<file path="src/rtl/cpu_pkg.sv">
// Shared fetch-side definitions: widths, halt opcode and the fetch state encoding.
package cpu_pkg;

    localparam int ADDR_W = 3;
    localparam int INST_W = 8;
    localparam logic [INST_W-1:0] HALT_OPCODE = 8'hFF;

    typedef enum logic [1:0] {
        IDLE   = 2'd0,
        FETCH  = 2'd1,
        HALTED = 2'd2
    } fetch_state_t;

endpackage

</file>
<file path="src/rtl/inst_fetch_if.sv">
// Fetch unit bus: instruction memory address/data, control inputs and the decode handshake.
interface inst_fetch_if #(
    parameter int ADDR_W = cpu_pkg::ADDR_W,
    parameter int INST_W = cpu_pkg::INST_W
);

    logic              start;
    logic [ADDR_W-1:0] imem_addr;
    logic [INST_W-1:0] imem_inst;
    logic              redirect;
    logic [ADDR_W-1:0] redirect_pc;
    logic [INST_W-1:0] out_inst;
    logic [ADDR_W-1:0] out_pc;
    logic              out_valid;
    logic              out_ready;
    logic              halted;

    // master is the fetch unit; slave is the surrounding core/memory/decode side
    modport master (
        input  start, imem_inst, redirect, redirect_pc, out_ready,
        output imem_addr, out_inst, out_pc, out_valid, halted
    );

    modport slave (
        output start, imem_inst, redirect, redirect_pc, out_ready,
        input  imem_addr, out_inst, out_pc, out_valid, halted
    );

endinterface

</file>
<file path="src/rtl/fetch_pc.sv">
// Program counter: load has priority over increment; increment wraps modulo 2^ADDR_W.
module fetch_pc #(
    parameter int ADDR_W = cpu_pkg::ADDR_W
) (
    input  logic              clk,
    input  logic              rst,
    input  logic              i_load,
    input  logic [ADDR_W-1:0] i_load_pc,
    input  logic              i_inc,
    output logic [ADDR_W-1:0] o_pc
);

    logic [ADDR_W-1:0] r_pc;

    always_ff @(posedge clk or posedge rst) begin
        if (rst) begin
            r_pc <= '0;
        end else if (i_load) begin
            r_pc <= i_load_pc;
        end else if (i_inc) begin
            r_pc <= r_pc + ADDR_W'(1);
        end
    end

    assign o_pc = r_pc;

endmodule

</file>
<file path="src/rtl/inst_fetch.sv">
// Instruction fetch unit: PC, output register, decode handshake and fetch FSM.
// Optional halt-opcode detection is enabled by defining INST_FETCH_HALT_EN.
module inst_fetch #(
    parameter int ADDR_W = cpu_pkg::ADDR_W,
    parameter int INST_W = cpu_pkg::INST_W
) (
    input  logic          clk,
    input  logic          rst,
    inst_fetch_if.master  bus
);

    import cpu_pkg::*;

    fetch_state_t      r_state;
    fetch_state_t      w_state_nxt;
    logic              r_out_valid;
    logic              w_out_valid_nxt;
    logic [INST_W-1:0] r_out_inst;
    logic [ADDR_W-1:0] r_out_pc;

    logic [ADDR_W-1:0] w_pc;
    logic              w_pc_load;
    logic [ADDR_W-1:0] w_pc_load_val;
    logic              w_pc_inc;
    logic              w_capture;
    logic              w_is_halt;

`ifdef INST_FETCH_HALT_EN
    assign w_is_halt  = (bus.imem_inst == HALT_OPCODE);
    assign bus.halted = (r_state == HALTED);
`else
    assign w_is_halt  = 1'b0;
    assign bus.halted = 1'b0;
`endif

    fetch_pc #(.ADDR_W(ADDR_W)) u_fetch_pc (
        .clk       (clk),
        .rst       (rst),
        .i_load    (w_pc_load),
        .i_load_pc (w_pc_load_val),
        .i_inc     (w_pc_inc),
        .o_pc      (w_pc)
    );

    // start beats redirect beats capture; a redirect in IDLE has no effect
    always_comb begin
        w_state_nxt     = r_state;
        w_out_valid_nxt = r_out_valid;
        w_pc_load       = 1'b0;
        w_pc_load_val   = '0;
        w_pc_inc        = 1'b0;
        w_capture       = 1'b0;

        if (bus.start) begin
            w_state_nxt     = FETCH;
            w_out_valid_nxt = 1'b0;
            w_pc_load       = 1'b1;
        end else if (bus.redirect && (r_state != IDLE)) begin
            w_state_nxt     = FETCH;
            w_out_valid_nxt = 1'b0;
            w_pc_load       = 1'b1;
            w_pc_load_val   = bus.redirect_pc;
        end else if ((r_state == FETCH) && (!r_out_valid || bus.out_ready)) begin
            w_capture       = 1'b1;
            w_out_valid_nxt = 1'b1;
            if (w_is_halt) begin
                w_state_nxt = HALTED;
            end else begin
                w_pc_inc    = 1'b1;
            end
        end else if (r_out_valid && bus.out_ready) begin
            w_out_valid_nxt = 1'b0;
        end
    end

    always_ff @(posedge clk or posedge rst) begin
        if (rst) begin
            r_state     <= IDLE;
            r_out_valid <= 1'b0;
        end else begin
            r_state     <= w_state_nxt;
            r_out_valid <= w_out_valid_nxt;
        end
    end

    always_ff @(posedge clk or posedge rst) begin
        if (rst) begin
            r_out_inst <= '0;
            r_out_pc   <= '0;
        end else if (w_capture) begin
            r_out_inst <= bus.imem_inst;
            r_out_pc   <= w_pc;
        end
    end

    assign bus.imem_addr = w_pc;
    assign bus.out_inst  = r_out_inst;
    assign bus.out_pc    = r_out_pc;
    assign bus.out_valid = r_out_valid;

endmodule

</file>
<file path="src/flat_wrapper.sv">
// flat-port wrapper written by rule: the top's interface ports become plain ports
module inst_fetch_flat import cpu_pkg::*;
#(
    parameter int ADDR_W = cpu_pkg::ADDR_W,
    parameter int INST_W = cpu_pkg::INST_W
)
  (clk, rst, bus_start, bus_imem_inst, bus_redirect, bus_redirect_pc, bus_out_ready, bus_imem_addr, bus_out_inst, bus_out_pc, bus_out_valid, bus_halted);
  inst_fetch_if #(.ADDR_W(ADDR_W), .INST_W(INST_W)) bus_i ();
  input  logic clk;
  input  logic rst;
  input wire logic [$bits(bus_i.start)-1:0] bus_start;
  input wire logic [$bits(bus_i.imem_inst)-1:0] bus_imem_inst;
  input wire logic [$bits(bus_i.redirect)-1:0] bus_redirect;
  input wire logic [$bits(bus_i.redirect_pc)-1:0] bus_redirect_pc;
  input wire logic [$bits(bus_i.out_ready)-1:0] bus_out_ready;
  output wire logic [$bits(bus_i.imem_addr)-1:0] bus_imem_addr;
  output wire logic [$bits(bus_i.out_inst)-1:0] bus_out_inst;
  output wire logic [$bits(bus_i.out_pc)-1:0] bus_out_pc;
  output wire logic [$bits(bus_i.out_valid)-1:0] bus_out_valid;
  output wire logic [$bits(bus_i.halted)-1:0] bus_halted;
  assign bus_i.start = bus_start;
  assign bus_i.imem_inst = bus_imem_inst;
  assign bus_i.redirect = bus_redirect;
  assign bus_i.redirect_pc = bus_redirect_pc;
  assign bus_i.out_ready = bus_out_ready;
  assign bus_imem_addr = bus_i.imem_addr;
  assign bus_out_inst = bus_i.out_inst;
  assign bus_out_pc = bus_i.out_pc;
  assign bus_out_valid = bus_i.out_valid;
  assign bus_halted = bus_i.halted;
  inst_fetch #(.ADDR_W(ADDR_W), .INST_W(INST_W)) u_core (.clk(clk), .rst(rst), .bus(bus_i));
endmodule
</file>
<file path="config.mk">
export PLATFORM = sky130hd
export DESIGN_NAME = inst_fetch_flat
export DESIGN_NICKNAME = d
export VERILOG_FILES = /design/src/rtl/cpu_pkg.sv /design/src/rtl/inst_fetch_if.sv /design/src/rtl/fetch_pc.sv /design/src/rtl/inst_fetch.sv /design/src/flat_wrapper.sv
export SDC_FILE = /design/constraint.sdc
export NUM_CORES = 1
export LEC_CHECK = 0
export CORE_MARGIN = 10
export CORE_UTILIZATION = 41
export CTS_CLUSTER_SIZE = 10
export DETAILED_ROUTE_END_ITERATION = 16
export PLACE_DENSITY = 0.8
export SETUP_SLACK_MARGIN = 0.3
export SYNTH_ARGS = -nofsm -noshare
export SYNTH_HDL_FRONTEND = slang
export SYNTH_SLANG_ARGS = --single-unit
</file>
<file path="constraint.sdc">
create_clock -name clk -period 1.5 [get_ports clk]
set_input_delay 0.375 -clock clk [delete_from_list [all_inputs] [get_ports clk]]
set_output_delay 0.375 -clock clk [all_outputs]
set_load 0.02 [all_outputs]
</file>
Yosys cells after proc, flatten, opt, wreduce, memory -nomap -nowiden:

Index checks and enable logic that the tools add are counted.

* flip-flop bits (word level): 17
* latch bits: 0
* RAM bits: 0
* ROM bits: 0
* bits of input ports: 16
* output and inout port bits: 16
* word-level logic and storage cells: 31
* memories kept: 0

* add/subtract/negate cells: 1
* multiply operators: 0
* div/mod/pow operators: 0
* $lt $le $gt $ge: 0
* equal/unequal tests: 1
* shift operators: 0
* multiplexer cells: 15
* bitwise operators: 0
* reduce and logical (&&, ||, !) cells: 9

Operators with widths (count)
* two-way mux 3 bit: 4
* two-way mux 1 bit: 9
* nonzero test 2 bit: 3
* two-way mux 2 bit: 2
* nonzero test 4 bit: 1
* adder 3 x 1 -> 3 bit, second input constant: 1
* logical AND 1 bit: 3
* == test 2 x 1 -> 1 bit, second input constant: 1
* zero test 1 bit: 1
* logical OR 1 bit: 1

Logic depth before layout (Yosys ltp):

Gate-level depths: netlist of run 1.

* depth after elaboration: 8
* depth in mapped cells: 5
* gate-level depth less buffers: 3

Cells and area by module:

A second synthesis of run 1 with hierarchy kept.

* cells, all modules: 54
* area, all modules: 735.7 µm²

Modules (own cells, without submodules)
* inst_fetch: times used 1, cells each 39, area each 578.1 µm², sequential area each 325.3 µm²
* fetch_pc: times used 1, cells each 15, area each 157.7 µm², sequential area each 75.1 µm²

Least setup slack after synthesis of run 1:

Ideal clock, no wire load.

* path type: register to register
* start: reg u_core.r_out_valid (netlist: u_core.bus.out_valid)
* end: reg u_core.r_out_inst[0] (netlist: u_core.bus.out_inst[0])
* arrival time: 1271 ps
* data required time: 1375 ps
* path slack: 104 ps
* cell stages (with the launch flop): 5
* buffers on the path: 1
* cell sequence: dfrtp_1 -> nand2b_4 -> nor3b_4 -> buf_6 -> mux2_2

* longest elaborated chain between the ends: 6

RTL lines
* start, declared: line inst_fetch.sv:16 `logic r_out_valid;`
* start signal, assigned: line inst_fetch.sv:82 `r_out_valid <= w_out_valid_nxt;`
* zero test 1 bit: line inst_fetch.sv:63 `end else if ((r_state == FETCH) && (!r_out_valid || bus.out_ready)) begin`
* logical OR 1 bit: line inst_fetch.sv:63
* logical AND 1 bit: line inst_fetch.sv:63
* two-way mux 1 bit: line inst_fetch.sv:63
* two-way mux 1 bit: line inst_fetch.sv:58 `end else if (bus.redirect && (r_state != IDLE)) begin`
* two-way mux 1 bit: line inst_fetch.sv:54 `if (bus.start) begin`
* end signal, assigned: line inst_fetch.sv:91 `r_out_inst <= bus.imem_inst;`
* end, declared: line inst_fetch.sv:18 `logic [INST_W-1:0] r_out_inst;`

Every way passes these cells.
A chain may end at the register's enable or synchronous reset.

Final worst setup path of run 1:

Ends and elaborated chain as after synthesis.

==> out/qor.csv, run 1 <==
stage,metric,value,unit
logic_synthesis,most instantiated cells after synthesis,"16 x dfrtp_1, 12 x mux2_2, 3 x inv_1, 3 x nor2_1",
setup_path,crit-path leading delay family,flip-flops,
floorplanning,io pins,32,
power,Total Power,1.31,mW
power,leak pwr,0.627,nW
logic_synthesis,Synth Warn #,0,
clocking,CTS tree,built,
grt,largest net degree at the start of global routing,17,
setup_path,critical path peak fanout,5,
power,Sw Ratio,29.1,%
logic_synthesis,Synth area leader,dfrtp_1,
grt,GRT Total Usage,10.2,%
grt,first-pass GRT wire length,3360,µm
setup_path,CP Launch Type,flip-flop,
grt,initial antenna violation count,0,
sta,final setup fails,0,
drt,via count,625,
setup_path,Worst Setup Path Type,flip-flop to flip-flop,
power,clock share of power,22.3,%
sta,final hold violation count,0,
place,routability cong.,0.760,
logic_synthesis,Synth Cell Area,756,µm²
setup_path,CP Capture Type,flip-flop,
logic_synthesis,Mean Syn Cell Area,13.3,µm²
status,status,"finished, final reports clean",
logic_synthesis,Yosys reg bits,16,
clocking,clk slew on worst S/H paths,0.11,ns
clocking,worst skew pair latency,0.29,ns
clocking,Root Buffer,clkbuf_4,
power,Comb pwr share,36.8,%
logic_synthesis,asr flop ratio synth,100,%
hold_path,HP Class,input port to async pin,
logic_synthesis,most frequent cell after synthesis,dfrtp_1,
power,Max VDD drop,823,µV
drt,initial drt markers,23,
job,max_cap viols,0,
clocking,CTS Hold Bufs,0,
drt,wire per inst,16.8,µm
place,Port Buf Inserts,30,
final_layout,proportion of layout cells with a drive suffix above 1,57.5,%
setup_path,Crit path largest cell delay,0.44,ns
setup_path,critical path cell sequence,nand2b_4 -> nor3b_4 -> buf_6 -> mux2_4,
sta,crit path time final,1.34,ns
drt,Via density,4.77,
logic_synthesis,Post-synth EDFFs,0,
drt,DRT Pass-1 Iters,4,
sta,Tcrit/Tclk final,89.1,%
power,internal power,931,µW
logic_synthesis,Syn Inst Count,57,
floorplanning,core box area,1750,µm²
floorplanning,Die Area,3960,µm²
logic_synthesis,largest cells by area after synthesis,"dfrtp_1 53%, mux2_2 18%, nand2b_4 3.6%",
power,part of the power in registers,41.0,%
floorplanning,Rows,15,
logic_synthesis,sequential area share after synthesis,53.0,%
final_layout,area delta synth->final,75.8,%
sta,Clock Skew,0.00911,ns
floorplanning,die height,62.9,µm
grt,grt ovf,0,
drt,Routed WL,2200,µm
place,hpwl dp,1500,µm
drt,antenna-violating nets left,0,
sta,Max Freq,748,MHz
final_layout,fin nets,124,
floorplanning,Initial Util,43.3,%
final_layout,Ant. Diodes,0,
sta,"Slew Viols, Final",0,
power,Pwr per Cell Area,987,nW/µm²
logic_synthesis,"Top FF cell, synth",dfrtp_1,
sta,RSZ-0062 raised after global routing,yes,
clocking,clk sink count,16,
setup_path,WP data required,1.67,ns
setup_path,slowest cell on the critical path,dfrtp_2,
drt,number of remaining DRC errors,0,
sta,worst hold slack,0.384,ns
logic_synthesis,Syn Nets,74,
logic_synthesis,top cell type's share of synthesized area,53.0,%
clocking,Longest Clk Path Bufs,2,
clocking,H-tree levels,1,
clocking,CTS Buf Count,3,
floorplanning,Die W,62.9,µm
power,total net switching power,381,µW
setup_path,CP arrival,1.51,ns
logic_synthesis,library cells used by synthesis,23,
grt,number of global-route vias before repair,657,
setup_path,"Buf+Inv Stages, Crit Path",1,
-- cell families after synthesis --
kind of cell / share of synthesized area [%]
multiplexers: 19.2
other: 0.496
AO/OA/AOI/OAI: 8.11
buffers and inverters: 5.63
AND/OR/NAND/NOR: 11.9
flip-flops: 53.0
adder cells (fa/ha/maj): 1.66
-- tightest hold or removal path: cells and delay by family --
family                 cells  cell delay, ns
buffers and inverters      3            0.68
-- registers in the layout (all words and copies together), names as in the netlist --
signal	cells
u_core.u_fetch_pc.o_pc	3
u_core.bus.out_valid	1
u_core.bus.out_inst	8
u_core.r_state	1
u_core.bus.out_pc	3
-- power groups by stage --
stage	sequential (mW)	combinational [mW]	clock, mW
6_report	0.538	0.482	0.292
5_1_grt	0.546	0.509	0.332
3_3_place_gp	0.530	0.367	0
4_1_cts	0.533	0.419	0.289
3_5_place_dp	0.532	0.373	0
2_1_floorplan	0.603	0.104	0
-- what timing repair did --
action / in CTS / in global routing
endpoints found under the setup margin: 30 / 30
gates resized for setup: 96 / 14
pin swaps: 2 / 0
buffers inserted: 4 / 5
-- per-stage QoR --
| stage | setup slack, ns | util [%] | area [µm²] | TNS (ns) | std cells |
|---|---|---|---|---|---|
| finish | 0.163 | 76.1 | 1330 | 0 | 131 |
| global route | 0.110 | 76.1 | 1330 | 0 | 131 |
| CTS | 0.172 | 71.7 | 1250 | 0 | 126 |
| detailed placement | -0.294 | 65.0 | 1130 | -3.76 | 118 |
| global placement | -0.264 | 65.0 | 1130 | -3.52 | 118 |
| floorplan | 0.137 | - | 759 | 0 | 57 |
-- layout by cell type (no fill, tap or decap), types with 2 or more instances in the layout --
master	synthesis	routed
buf_6	1	18
buf_4	2	16
dfrtp_1	16	13
clkdlybuf4s50_1	0	12
mux2_4	0	11
inv_1	3	3
clkbuf_4	0	3
dlygate4sd2_1	0	3
dfrtp_2	0	3
nand2b_4	2	2
nand3_1	2	2
o21a_1	2	2
nor2_1	3	2
-- final cells by class --
class | count | area, µm²
Inverter | 3 | 11.3
Multi-Input combinational cell | 34 | 377
Sequential cell | 16 | 404
Clock buffer | 4 | 36.3
Fill cell | 115 | 417
Tap cell | 25 | 31.3
Timing Repair Buffer | 49 | 469
-- path summary, 6_finish.rpt --
kind	cells past startpoint	slack, ns	from	endpoint
worst max-delay path	4	0.16	u_core.bus.out_valid	u_core.bus.out_inst[0]
worst min-delay path	3	0.38	rst	u_core.u_fetch_pc.o_pc[2]
worst max register to register	4	0.16	u_core.bus.out_valid	u_core.bus.out_inst[0]
worst min register to register	1	0.54	u_core.bus.out_pc[1]	u_core.bus.out_pc[1]
max in group asynchronous	3	0.92	rst	u_core.u_fetch_pc.o_pc[0]
min in group clk	3	0.53	bus_start	u_core.bus.out_valid
-- per-layer routing --
layer | track usage (%) | routed length (µm)
met1 | 12.5 | 916
met2 | 17.1 | 1190
met3 | 3.58 | 98
met4 | 0.838 | 0
met5 | 0 | 0
Power figures use the tool's default switching activity.
==> run 2, diff against run 1 <==
- GPL_TIMING_DRIVEN: default -> 0
==> run 2 against run 1 <==
Compared with the run above:
- via count shrank 0.80%
- clock power is essentially flat
- worst hold slack gained 0.044 ns
- utilization grew 0.43 points
==> out/qor.csv, run 2 (synthesized netlist as in run 1, its figures left out) <==
stage,metric,value,unit,change
grt,largest net degree at the start of global routing,17,,unchanged
setup_path,Crit path largest cell delay,0.37,ns,-0.07 ns
drt,Via density,4.66,,-2.3%
floorplanning,Rows,15,,unchanged
setup_path,CP most frequent cell,buf_6,,
clocking,Root Buffer,clkbuf_4,,
drt,antenna-violating nets left,0,,unchanged
setup_path,CP arrival,1.59,ns,+0.08 ns
clocking,CTS Hold Bufs,0,,unchanged
sta,worst hold slack,0.428,ns,+0.0442 ns
status,status,"finished, final reports clean",,
final_layout,max FFs per register,8,,unchanged
power,leak pwr,0.643,nW,+2.5%
grt,initial antenna violation count,0,,unchanged
grt,first-pass GRT wire length,3640,µm,+8.4%
place,DP Area,1080,µm²,-4.7%
final_layout,proportion of layout cells with a drive suffix above 1,59.3,%,+1.7 points
sta,Rel. slew slack,59.1,%,
place,routability cong.,0.679,,-11%
sta,Clock Skew,0.00577,ns,-0.00335 ns
setup_path,CP Capture Type,flip-flop,,
floorplanning,die height,62.9,µm,unchanged
setup_path,"Buf+Inv Stages, Crit Path",2,,+1
final_layout,fin util,76.6,%,+0.43 points
final_layout,"most common cell after layout, fill and taps aside",buf_6,,
clocking,CTS tree,built,,
power,Max VDD drop,864,µV,+5.0%
final_layout,fin nets,126,,+1.6%
drt,Routed WL,2230,µm,+1.4%
sta,RSZ-0062 raised after global routing,yes,,
place,Inst Count DP,111,,-5.9%
setup_path,CP Launch Type,flip-flop,,
grt,number of global-route vias before repair,693,,+5.5%
floorplanning,core box area,1750,µm²,unchanged
setup_path,crit-path leading delay family,flip-flops,,
place,Port Buf Inserts,29,,-3.3%
setup_path,WP data required,1.67,ns,about the same
drt,wire length on met3,108,µm,+10%
floorplanning,Die W,62.9,µm,unchanged
sta,Setup TNS,0,ns,unchanged
clocking,clk sink count,16,,unchanged
sta,"Slew Viols, Final",0,,unchanged
setup_path,critical path cell sequence,buf_6 -> nand2b_4 -> nor3b_4 -> buf_6 -> mux2_4,,
final_layout,post-route insts no fill,133,,+1.5%
sta,Tcrit/Tclk final,94.2,%,+5.1 points
floorplanning,io pins,32,,unchanged
clocking,clk slew on worst S/H paths,0.11,ns,about the same
final_layout,Filler cells,115,,unchanged
sta,Least-Margin Pin Slew,0.613,ns,
drt,DR WL met2,1220,µm,+3.2%
place,pre-CTS setup slack,-0.486,ns,-0.193 ns
drt,number of remaining DRC errors,0,,unchanged
final_layout,highest-count cells in the layout ignoring fill and taps,"19 x buf_6, 17 x buf_4, 13 x dfrtp_1, 12 x clkdlybuf4s50_1, 11 x mux2_4",,
hold_path,HP Class,input port to flip-flop,,
drt,via count,620,,-0.80%
sta,Max Freq,708,MHz,-5.4%
setup_path,Worst Setup Path Type,flip-flop to flip-flop,,
final_layout,area delta synth->final,76.8,%,
sta,crit path time final,1.41,ns,+0.0761 ns
grt,GRT Total Usage,11.4,%,+1.2 points
clocking,H-tree levels,1,,unchanged
clocking,Longest Clk Path Bufs,2,,unchanged
floorplanning,Die Area,3960,µm²,unchanged
clocking,worst skew pair latency,0.28,ns,about the same
power,Total Power,1.32,mW,+0.55%
final_layout,Ant. Diodes,0,,unchanged
clocking,CTS Buf Count,3,,unchanged
power,Pwr per Cell Area,987,nW/µm²,about the same
drt,DRT Pass-1 Iters,4,,unchanged
sta,Setup WS post-layout,0.0873,ns,-0.0761 ns
grt,grt ovf,0,,unchanged
drt,WL met1,892,µm,-2.6%
place,hpwl dp,1450,µm,-3.6%
floorplanning,Initial Util,43.3,%,unchanged
sta,final setup fails,0,,unchanged
setup_path,slowest cell on the critical path,dfrtp_1,,
drt,wire per inst,16.8,µm,-0.16%
drt,initial drt markers,22,,-4.3%
job,max_cap viols,0,,unchanged
drt,max layer used,met4,,
sta,final hold violation count,0,,unchanged
final_layout,Finished Cell Area,1340,µm²,+0.57%
setup_path,critical path peak fanout,5,,unchanged
==> run 2: changes by cell type in the layout (fill, tap and decap cells not counted) <==
cell | previous run | this run
ha_4 | 1 | 0
dlygate4sd2_1 | 3 | 1
nor3b_2 | 0 | 1
buf_2 | 0 | 1
buf_4 | 16 | 17
buf_6 | 18 | 19
nor2_2 | 1 | 0
clkdlybuf4s15_2 | 0 | 1
ha_1 | 0 | 1
nor3b_1 | 1 | 0
nor2_1 | 2 | 3
==> run 2: repair_timing <==
item | CTS | global route
setup buffers | 12 | 5
gates resized for setup | 103 | 8
endpoints found under the setup margin | 28 | 29
cloned | 1 | 0
pin swaps | 2 | 2
==> run 2: path summary, 6_finish.rpt <==
| path | startpoint | endpoint | slack, ns | cells after the start |
|---|---|---|---|---|
| setup / recovery | u_core.r_state[0] | u_core.bus.out_pc[2] | 0.09 | 5 |
| hold / removal | bus_start | u_core.u_fetch_pc.o_pc[1] | 0.43 | 2 |
| setup reg to reg | u_core.r_state[0] | u_core.bus.out_pc[2] | 0.09 | 5 |
| hold reg to reg | u_core.bus.out_inst[0] | u_core.bus.out_inst[0] | 0.55 | 1 |
| max in group asynchronous | rst | u_core.u_fetch_pc.o_pc[1] | 0.60 | 2 |
| min in group asynchronous | rst | u_core.bus.out_inst[3] | 0.48 | 2 |
==> run 2: routing by layer <==
metal	up-vias	GRT usage (%)
li1	296	-
met1	307	12.4
met2	15	20.8
met3	2	3.58
met4	0	2.51
met5	-	0
==> run 2: report_power, final <==
group | internal, mW | switching (mW) | total (mW) | leakage (nW)
clock | 0.147 | 0.148 | 0.295 | 0.0210
sequential | 0.490 | 0.0469 | 0.537 | 0.190
combinational | 0.299 | 0.188 | 0.487 | 0.432
==> run 2: worst register-to-register path, stage by stage (launching register included) <==
cell and delay (ns):
dfrtp_1 0.37, buf_6 0.11, nand2b_4 0.06, nor3b_4 0.26, buf_6 0.19, mux2_4 0.31
==> run 2: cell type report <==
class | instances | area, µm² | area share (%)
Inverter | 3 | 11.3 | 0.843
Clock buffer | 4 | 36.3 | 2.72
Sequential cell | 16 | 404 | 30.2
Tap cell | 25 | 31.3 | 2.34
Multi-Input combinational cell | 34 | 367 | 27.4
Timing Repair Buffer | 47 | 452 | 33.8
Buffer | 4 | 35.0 | 2.62
==> run 3, diff against run 2 <==
- SLEW_MARGIN: default -> 15
==> results of run 3 <==
Same layout as run 2: the final DEF is identical, and so are final timing and power.
